$ cat src/rtl/snn_pkg.sv
// rtl/snn_pkg.sv - shared types and saturating helper for the LIF spiking layer
// Purpose: FSM state enum, wide accumulator type, default V/W width typedefs and
//          the sat_add helper used by every neuron.
// Ports:   none (package).
package snn_pkg;

  typedef enum logic [1:0] {
    IDLE   = 2'd0,
    REQ    = 2'd1,
    UPDATE = 2'd2,
    DONE   = 2'd3
  } state_t;

  // Accumulator wide enough for any realistic V_WIDTH plus a full weight sum,
  // so intermediate results never wrap before saturation.
  localparam int ACC_W = 32;
  typedef logic signed [ACC_W-1:0] acc_t;

  localparam int V_WIDTH_DEF = 16;
  localparam int W_WIDTH_DEF = 8;
  typedef logic signed [V_WIDTH_DEF-1:0] v_t;
  typedef logic signed [W_WIDTH_DEF-1:0] w_t;

  // a + b clamped to [lo, hi]; computed one bit wider so the raw sum cannot wrap.
  function automatic acc_t sat_add(input acc_t a, input acc_t b,
                                   input acc_t hi, input acc_t lo);
    logic signed [ACC_W:0] s;
    logic signed [ACC_W:0] hi_x;
    logic signed [ACC_W:0] lo_x;
    s    = $signed({a[ACC_W-1], a}) + $signed({b[ACC_W-1], b});
    hi_x = $signed({hi[ACC_W-1], hi});
    lo_x = $signed({lo[ACC_W-1], lo});
    if (s > hi_x) begin
      return hi;
    end else if (s < lo_x) begin
      return lo;
    end else begin
      return s[ACC_W-1:0];
    end
  endfunction

endpackage

$ cat src/rtl/lif_neuron.sv
// rtl/lif_neuron.sv - one leaky integrate-and-fire neuron with spike counter
// Purpose: membrane state, leak, threshold compare, reset-on-fire and spike count.
// Ports:   clk, rst_n      clock, async active-low reset
//          clear           zero membrane, spike and count (run start)
//          update          apply one timestep using in_sum
//          in_sum          weighted input sum for this timestep (acc_t)
//          spike           registered spike of the last timestep
//          cnt             spikes fired since the last clear
module lif_neuron
  import snn_pkg::*;
#(
  parameter int V_WIDTH    = 16,
  parameter int THRESHOLD  = 64,
  parameter int LEAK_SHIFT = 3,
  parameter int RESET_MODE = 0,
  parameter int CNT_W      = 5
) (
  input  logic             clk,
  input  logic             rst_n,
  input  logic             clear,
  input  logic             update,
  input  acc_t             in_sum,
  output logic             spike,
  output logic [CNT_W-1:0] cnt
);

  localparam acc_t V_MAX = {{(ACC_W-V_WIDTH+1){1'b0}}, {(V_WIDTH-1){1'b1}}};
  localparam acc_t V_MIN = {{(ACC_W-V_WIDTH+1){1'b1}}, {(V_WIDTH-1){1'b0}}};
  localparam acc_t THR   = acc_t'(THRESHOLD);

  logic signed [V_WIDTH-1:0] v_q, v_d;
  logic                      spike_q, spike_d;
  logic [CNT_W-1:0]          cnt_q, cnt_d;

  acc_t v_ext, leak, v_new, v_res;
  logic fire;

  always_comb begin
    v_ext = {{(ACC_W-V_WIDTH){v_q[V_WIDTH-1]}}, v_q};
    leak  = v_ext >>> LEAK_SHIFT;
    // v - leak always stays inside the V range, so only the input sum can overflow.
    v_new = sat_add(v_ext - leak, in_sum, V_MAX, V_MIN);
    fire  = (v_new >= THR);
    v_res = (RESET_MODE == 1) ? (v_new - THR) : '0;

    v_d     = v_q;
    spike_d = spike_q;
    cnt_d   = cnt_q;
    if (clear) begin
      v_d     = '0;
      spike_d = 1'b0;
      cnt_d   = '0;
    end else if (update) begin
      spike_d = fire;
      if (fire) begin
        cnt_d = cnt_q + CNT_W'(1);
        v_d   = v_res[V_WIDTH-1:0];
      end else begin
        v_d   = v_new[V_WIDTH-1:0];
      end
    end
  end

  always_ff @(posedge clk or negedge rst_n) begin
    if (!rst_n) begin
      v_q     <= '0;
      spike_q <= 1'b0;
      cnt_q   <= '0;
    end else begin
      v_q     <= v_d;
      spike_q <= spike_d;
      cnt_q   <= cnt_d;
    end
  end

  assign spike = spike_q;
  assign cnt   = cnt_q;

endmodule

$ cat src/rtl/lif_layer.sv
// rtl/lif_layer.sv - fully-connected LIF spiking layer with loadable weights
// Purpose: run control FSM, weight register file, input capture, timestep counter
//          and one lif_neuron per output.
// Ports:   clk, rst_n                clock, async active-low reset
//          start / ready             run request, accepted only while ready
//          sample / sample_ready     per-timestep input request / input valid
//          in_spikes                 input spikes captured on sample&&sample_ready
//          out_spikes                spikes of the last timestep
//          w_we / w_addr / w_data    weight write (index = out*N_IN + in), idle only
//          spike_cnt                 per-neuron spike totals, neuron 0 in LSBs
//          done                      one-cycle end-of-run pulse
module lif_layer
  import snn_pkg::*;
#(
  parameter int N_IN                = 4,
  parameter int N_OUT               = 2,
  parameter int W_WIDTH             = 8,
  parameter int V_WIDTH             = 16,
  parameter int N_CYCLES            = 10,
  parameter int CYCLES_CNT_BITWIDTH = 5,
  parameter int THRESHOLD           = 64,
  parameter int LEAK_SHIFT          = 3,
  parameter int RESET_MODE          = 0,
  localparam int AW                 = $clog2(N_IN*N_OUT)
) (
  input  logic                               clk,
  input  logic                               rst_n,
  input  logic                               start,
  output logic                               ready,
  output logic                               sample,
  input  logic                               sample_ready,
  input  logic [N_IN-1:0]                    in_spikes,
  output logic [N_OUT-1:0]                   out_spikes,
  input  logic                               w_we,
  input  logic [AW-1:0]                      w_addr,
  input  logic signed [W_WIDTH-1:0]          w_data,
  output logic [N_OUT*CYCLES_CNT_BITWIDTH-1:0] spike_cnt,
  output logic                               done
);

  localparam int CW = CYCLES_CNT_BITWIDTH;

  if (CYCLES_CNT_BITWIDTH < $clog2(N_CYCLES+1)) begin : g_cnt_width_check
    $error("CYCLES_CNT_BITWIDTH too small for N_CYCLES");
  end

  state_t state_q, state_d;
  logic   init_q, init_d;
  logic [CW-1:0]   ts_q, ts_d;
  logic [N_IN-1:0] in_q, in_d;
  logic signed [W_WIDTH-1:0] w_q [N_IN*N_OUT];
  logic signed [W_WIDTH-1:0] w_d [N_IN*N_OUT];

  logic clear, update;
  acc_t sum [N_OUT];

  // init_q keeps ready low during reset and rises on the first edge after release.
  assign ready  = (state_q == IDLE) && init_q;
  assign sample = (state_q == REQ);
  assign done   = (state_q == DONE);

  assign clear  = ready && start;
  assign update = (state_q == UPDATE);

  always_comb begin
    state_d = state_q;
    init_d  = 1'b1;
    ts_d    = ts_q;
    in_d    = in_q;
    case (state_q)
      IDLE: begin
        if (clear) begin
          state_d = REQ;
          ts_d    = '0;
          in_d    = '0;
        end
      end
      REQ: begin
        if (sample_ready) begin
          in_d    = in_spikes;
          state_d = UPDATE;
        end
      end
      UPDATE: begin
        ts_d    = ts_q + CW'(1);
        state_d = (ts_q == CW'(N_CYCLES-1)) ? DONE : REQ;
      end
      DONE: begin
        state_d = IDLE;
      end
      default: begin
        state_d = IDLE;
      end
    endcase
  end

  // Writes land in the same edge as an accepted start, ahead of the first UPDATE.
  always_comb begin
    for (int k = 0; k < N_IN*N_OUT; k++) begin
      w_d[k] = w_q[k];
      if (ready && w_we && (w_addr == AW'(k))) begin
        w_d[k] = w_data;
      end
    end
  end

  always_comb begin
    for (int j = 0; j < N_OUT; j++) begin
      sum[j] = '0;
      for (int i = 0; i < N_IN; i++) begin
        if (in_q[i]) begin
          sum[j] = sum[j] + {{(ACC_W-W_WIDTH){w_q[j*N_IN+i][W_WIDTH-1]}}, w_q[j*N_IN+i]};
        end
      end
    end
  end

  always_ff @(posedge clk or negedge rst_n) begin
    if (!rst_n) begin
      state_q <= IDLE;
      init_q  <= 1'b0;
      ts_q    <= '0;
      in_q    <= '0;
      for (int k = 0; k < N_IN*N_OUT; k++) begin
        w_q[k] <= '0;
      end
    end else begin
      state_q <= state_d;
      init_q  <= init_d;
      ts_q    <= ts_d;
      in_q    <= in_d;
      for (int k = 0; k < N_IN*N_OUT; k++) begin
        w_q[k] <= w_d[k];
      end
    end
  end

  for (genvar j = 0; j < N_OUT; j++) begin : g_neuron
    lif_neuron #(
      .V_WIDTH   (V_WIDTH),
      .THRESHOLD (THRESHOLD),
      .LEAK_SHIFT(LEAK_SHIFT),
      .RESET_MODE(RESET_MODE),
      .CNT_W     (CW)
    ) u_neuron (
      .clk   (clk),
      .rst_n (rst_n),
      .clear (clear),
      .update(update),
      .in_sum(sum[j]),
      .spike (out_spikes[j]),
      .cnt   (spike_cnt[j*CW +: CW])
    );
  end

endmodule

$ cat config.mk
export PLATFORM = sky130hd
export DESIGN_NAME = lif_layer
export DESIGN_NICKNAME = d
export VERILOG_FILES = /design/src/rtl/snn_pkg.sv /design/src/rtl/lif_neuron.sv /design/src/rtl/lif_layer.sv
export SDC_FILE = /design/constraint.sdc
export NUM_CORES = 1
export LEC_CHECK = 0
export CAP_MARGIN = 0
export CORE_MARGIN = 10
export CORE_UTILIZATION = 30
export DETAILED_ROUTE_END_ITERATION = 10
export MAX_ROUTING_LAYER = met4
export PLACE_DENSITY_LB_ADDON = 0.08
export SLEW_MARGIN = 20
export SYNTH_ARGS = -nofsm -noshare
export SYNTH_HDL_FRONTEND = slang
export SYNTH_SLANG_ARGS = --single-unit
$ cat constraint.sdc
create_clock -name clk -period 17.6 [get_ports clk]
set_clock_uncertainty 0.15 [all_clocks]
set_input_delay 3.52 -clock clk [delete_from_list [all_inputs] [get_ports clk]]
set_output_delay 3.52 -clock clk [all_outputs]
set_load 0.02 [all_outputs]
==> flow_summary.ini, run 1 <==
[worst_setup_path]
critPathLaunchType = register
cp.required_ns = 17.82
crit_start = in_q[0]$_DFFE_PN0P_
crit_fanout = 30
crit_path_top_delay_cell = or4_1
r2r-start = in_q[0]$_DFFE_PN0P_
critPathArrivalTime_ns = 12.07
max_stage_delay_ns = 0.52
crit_path_end_kind = register
worstSetupPathType = register to register
path_common_cell = a21o_1

[cells_and_area]
fin_area_um2 = 22300
n_antenna_cell = 0
drive_above_1_share_pct = 7.98
fin_nets = 2888
mostFrequentLayoutCells = nand2_1, a21oi_1, ha_1, o21ai_0, inv_1
fin_cells = 3491
area_growth_pct = 8.54
final_common_cell = nand2_1

[grt]
grt_max_degree = 86
use_met3_pct = 0.934
grt_pass1_wl_um = 112000
grtUsageMet1_pct = 22.2
grt-ovfl-total = 0
grt_util_all_layers_pct = 18.2
met2_usage_pct = 32.2
busiest_layer = met2
grt_pass1_vias = 19600
antenna_found_initial = 1

[floorplan]
die_y_um = 282
top_level_ports = 35
core_area_um2 = 67600
die_w_um = 282
start_util_pct = 30.4
dieArea_um2 = 79500
rows = 95

[clock_network]
clkTransAtPathRegs_ns = 0.06
cts_tree = built
cts_made_buffers = 17
cts_buffer_depth = 2
clk_latency_ns = 0.46
cts-root-buf = clkbuf_16
cts.sinks = 120
cts_setup_buffers = 0
htree_levels = 4
hold_buffers = 0
cts_resized = 0

[timing]
fin_tns_setup_ns = 0
finalMaxSlewViolations = 0
rsz0062_at_grt = no
final.period_utilization_pct = 67.3
worstMarginPinSlew_ns = 1.06
fmax_mhz = 84.4
setup_viol = 0
maxSlewHeadroom_pct = 29.3
hold_viol = 0
period_minus_slack_ns = 11.84

[placed_design]
dp_hpwl_um = 56300
dp_cells = 3460
dpl-instance-area_um2 = 21800
globalplace.congestion = 0.909
io_buffers = 34

[synthesis]
synth-edff-count = 0
synth_nets = 2920
synth_area_per_cell_um2 = 7.81
yosysTopAreaCellShare_pct = 14.6
ys_types = 102
synth.yosys.seq_area_share_pct = 14.6
yosysWarnings = 0
ys.flop_type = dfrtp_1
synth_seq_cells = 120
synth_largest_area_cell = dfrtp_1
syn_area_um2 = 20600
async_flop_share_pct = 100
syn-instance-count = 2638
yosys-top-cells-area = dfrtp_1, ha_1, fa_1

[route]
vias_per_cell = 5.64
drc_errors = 0
first_pass_iters = 6
totalWireLength_um = 70400
wl_per_cell_um = 20.2
vias = 19700
ant_nets = 0
drtIter0Drc = 1094

[hold_path]
min_from = g_neuron[0].u_neuron.spike$_DFFE_PN0P_
min_path_type = register to register

[flow_run]
cap_viol_max_count = 0

[outcome]
status = completed
flip-flops by register name, indices dropped and copies added, names as in the netlist:
register and count:
g_neuron.u_neuron.cnt 10, g_neuron.u_neuron.spike 2, g_neuron.u_neuron.v_q 32, in_q 4
init_q 1, state_q 2, ts_q 5, w_q 64
worst paths after layout:
| path | slack (ns) | endpoint | depth (start not counted) |
|---|---|---|---|
| min in group asynchronous | 2.85 | ts_q[4]$_DFFE_PN0P_ | 1 |
| worst max register to register | 5.76 | g_neuron[0].u_neuron.v_q[0]$_DFFE_PN0P_ | 48 |
| worst min-delay path | 0.33 | g_neuron[0].u_neuron.spike$_DFFE_PN0P_ | 1 |
| max in group asynchronous | 13.04 | in_q[3]$_DFFE_PN0P_ | 2 |
| worst min register to register | 0.33 | g_neuron[0].u_neuron.spike$_DFFE_PN0P_ | 1 |
| worst max-delay path | 5.76 | g_neuron[0].u_neuron.v_q[0]$_DFFE_PN0P_ | 48 |
synthesized netlist by cell type, types with 30 or more instances:
library cell / count
a211oi_1: 40
a21o_1: 91
a21oi_1: 215
and2_1: 46
and3_1: 31
clkbuf_1: 76
dfrtp_1: 120
fa_1: 56
ha_1: 206
inv_1: 159
mux2_2: 83
mux2i_1: 30
nand2_1: 254
nand2b_1: 33
nand3_1: 67
nand4_1: 44
nor2_1: 148
nor3_1: 54
o211ai_1: 31
o21a_1: 48
o21ai_0: 180
xnor2_1: 95
xor2_1: 78
metrics by stage:
stage / setup slack [ns] / hold WS, ns / util, %
2_1_floorplan: 6.42 / 0.296 / -
3_3_place_gp: 5.98 / 0.315 / 32.2
3_5_place_dp: 5.81 / 0.315 / 32.2
4_1_cts: 5.75 / 0.330 / 33.0
5_1_grt: 4.82 / 0.355 / 33.0
6_report: 5.76 / 0.326 / 33.0
cells by family (layout without fill, tap and decap cells):
logic type,count (synthesis),in the layout,synth area share [%]
AO/OA/AOI/OAI,873,873,28.5
AND/OR/NAND/NOR,828,828,20.3
adder cells (fa/ha/maj),265,265,18.1
buffers and inverters,263,243,4.93
XOR/XNOR,173,173,7.36
flip-flops,120,120,14.6
multiplexers,115,115,6.18
other,1,1,0.0182
area by class of cell:
cell class	instances	area, µm²
Clock buffer	18	429
Fill cell	7241	45300
Multi-Input combinational cell	2255	16600
Timing Repair Buffer	53	484
Sequential cell	120	3010
Clock inverter	13	148
Tap cell	873	1090
Inverter	159	597
layer usage:
layer | vias to the layer above | share of wire (%)
met5 | - | 0
met4 | 0 | 2.3
met3 | 64 | 1.9
met2 | 300 | 50
met1 | 9623 | 46
li1 | 9690 | -
worst max-delay path: cells and delay by family, from the launching register on:
kind	cells	cell delay (ns)
DFF	1	0.32
buffers and inverters	5	0.77
and+or+nand+nor	14	2.96
xor gates and xnor gates	2	0.25
AOI/OAI and AO/OA	19	4.38
adders and majority gates	8	2.91
Power of run 1 is not shown: default switching activity piles up to over one toggle a cycle in this logic, so the estimate is an artifact.
==> run 2, diff against run 1 <==
==> constraint.sdc (replaced) <==
create_clock -name clk -period 9.5 [get_ports clk]
set_clock_uncertainty 0.15 [all_clocks]
set_input_delay 1.9 -clock clk [delete_from_list [all_inputs] [get_ports clk]]
set_output_delay 1.9 -clock clk [all_outputs]
set_load 0.02 [all_outputs]
==> flow_summary.ini, run 2 (synthesis results as in run 1) <==
[grt]
grt_pass1_wl_um = 124000
grt_pass1_vias = 23000
antenna_found_initial = 3
grt_max_degree = 75
grt-ovfl-total = 0
grt_util_all_layers_pct = 20.1

[cells_and_area]
fin_nets = 3680
largest_reg_flops = 64
final_common_cell = buf_4
largest_register = w_q
drive_above_1_share_pct = 36.6
area_growth_pct = 45.4
fin_cells = 4285
mostFrequentLayoutCells = buf_4, nand2_1, ha_1, a21oi_1, inv_1

[route]
drtIter0Drc = 1090
vias = 22500
wl_per_cell_um = 18.4
totalWireLength_um = 78800
vias_per_cell = 5.25
first_pass_iters = 5
drc_errors = 0
ant_nets = 0

[worst_setup_path]
crit_path_end_kind = register
max_stage_delay_ns = 0.56
critPathLaunchType = register
crit_path_top_delay_cell = or4_4
cp.required_ns = 9.74
worstSetupPathType = register to register
critPathArrivalTime_ns = 10.35
crit_fanout = 8
r2r-start = in_q[0]$_DFFE_PN0P_
path_common_cell = a21o_1
crit_start = in_q[0]$_DFFE_PN0P_

[floorplan]
core_area_um2 = 67600
top_level_ports = 35
die_y_um = 282
rows = 95
die_w_um = 282
dieArea_um2 = 79500
start_util_pct = 30.4

[timing]
period_minus_slack_ns = 10.11
rsz0062_at_grt = yes
fin_tns_setup_ns = -17.31
finalMaxSlewViolations = 0
timing.final.ws_setup_ns = -0.609
worstMarginPinSlew_ns = 1.07
maxSlewHeadroom_pct = 28.8
setup_viol = 42
final.period_utilization_pct = 106
fmax_mhz = 98.9
hold_viol = 0

[clock_network]
hold_buffers = 0
cts_made_buffers = 17
cts-root-buf = clkbuf_16
cts_tree = built
clk_latency_ns = 0.47
cts_buffer_depth = 2
htree_levels = 4
clkTransAtPathRegs_ns = 0.07
cts.sinks = 120

[hold_path]
min_path_type = register to register
min_from = ts_q[4]$_DFFE_PN0P_

[placed_design]
globalplace.congestion = 0.891
dp_hpwl_um = 63200
dp_slack_ns = -0.952
dp_cells = 4192
io_buffers = 34

[flow_run]
cap_viol_max_count = 0

[outcome]
violations = setup timing
status = finished, violations left
## run 2: changes by cell type in the layout (fill, tap and decap cells not counted), sizes merged
cell / before / now
buf: 20 / 811
clkinv: 4 / 7
bufinv: 2 / 0
clkinvlp: 4 / 2
inv: 162 / 164
clkbuf: 18 / 19
diode: 0 / 1
## run 2: path summary, 6_finish.rpt
kind                       slack [ns]                                       to  depth (start not counted)
max in group asynchronous        6.67                      in_q[0]$_DFFE_PN0P_                          2
min in group asynchronous        1.32                      w_q[53]$_DFFE_PN0P_                          1
min reg2reg                      0.33                      ts_q[4]$_DFFE_PN0P_                          1
max                             -0.61  g_neuron[0].u_neuron.v_q[3]$_DFFE_PN0P_                         46
max reg2reg                     -0.61  g_neuron[0].u_neuron.v_q[3]$_DFFE_PN0P_                         46
min                              0.33                      ts_q[4]$_DFFE_PN0P_                          1
## run 2: metal layers
layer  GRT usage [%]  vias to the layer above  wire length, µm  part of all wire [%]
li1                -                    11300                -                     -
met2            35.4                      258            39700                    50
met3            1.49                       97             1110                   1.4
met1            23.9                    10900            35200                    45
met5               -                        -                0                     0
met4            7.29                        0             2820                   3.6
## run 2: critical path: cells and delay by family (launching register included)
kind / cells / cell delay, ns
AOI/OAI and AO/OA: 18 / 3.62
and+or+nand+nor: 15 / 2.90
adders and majority gates: 8 / 2.35
DFF: 1 / 0.44
buffers and inverters: 3 / 0.31
xor gates and xnor gates: 2 / 0.25
## run 2: per-stage QoR
step	utilization, %	instance area, µm²	hold slack [ns]
after global routing	44.3	29900	0.362
after CTS	41.9	28300	0.331
final	44.3	29900	0.328
after global placement	40.6	27400	0.316
after detailed placement	40.6	27400	0.319
after floorplan	-	20800	0.296
## run 2: timing repair
item,in CTS,in global routing
hold endpoints to repair,0,0
setup endpoints to repair,43,44
gates resized for setup,61,276
gates cloned,0,1
pin swaps,24,95
buffers inserted,17,42
## run 2: final cells by class
| class | instances | area (µm²) |
|---|---|---|
| Clock inverter | 14 | 118 |
| Tap cell | 873 | 1090 |
| Fill cell | 6789 | 37700 |
| Antenna cell | 1 | 2.50 |
| Clock buffer | 18 | 439 |
| Timing Repair Buffer | 845 | 6540 |
| Inverter | 159 | 597 |
| Multi-Input combinational cell | 2255 | 18100 |
| Sequential cell | 120 | 3010 |
Power of run 2 is left out for the same reason.
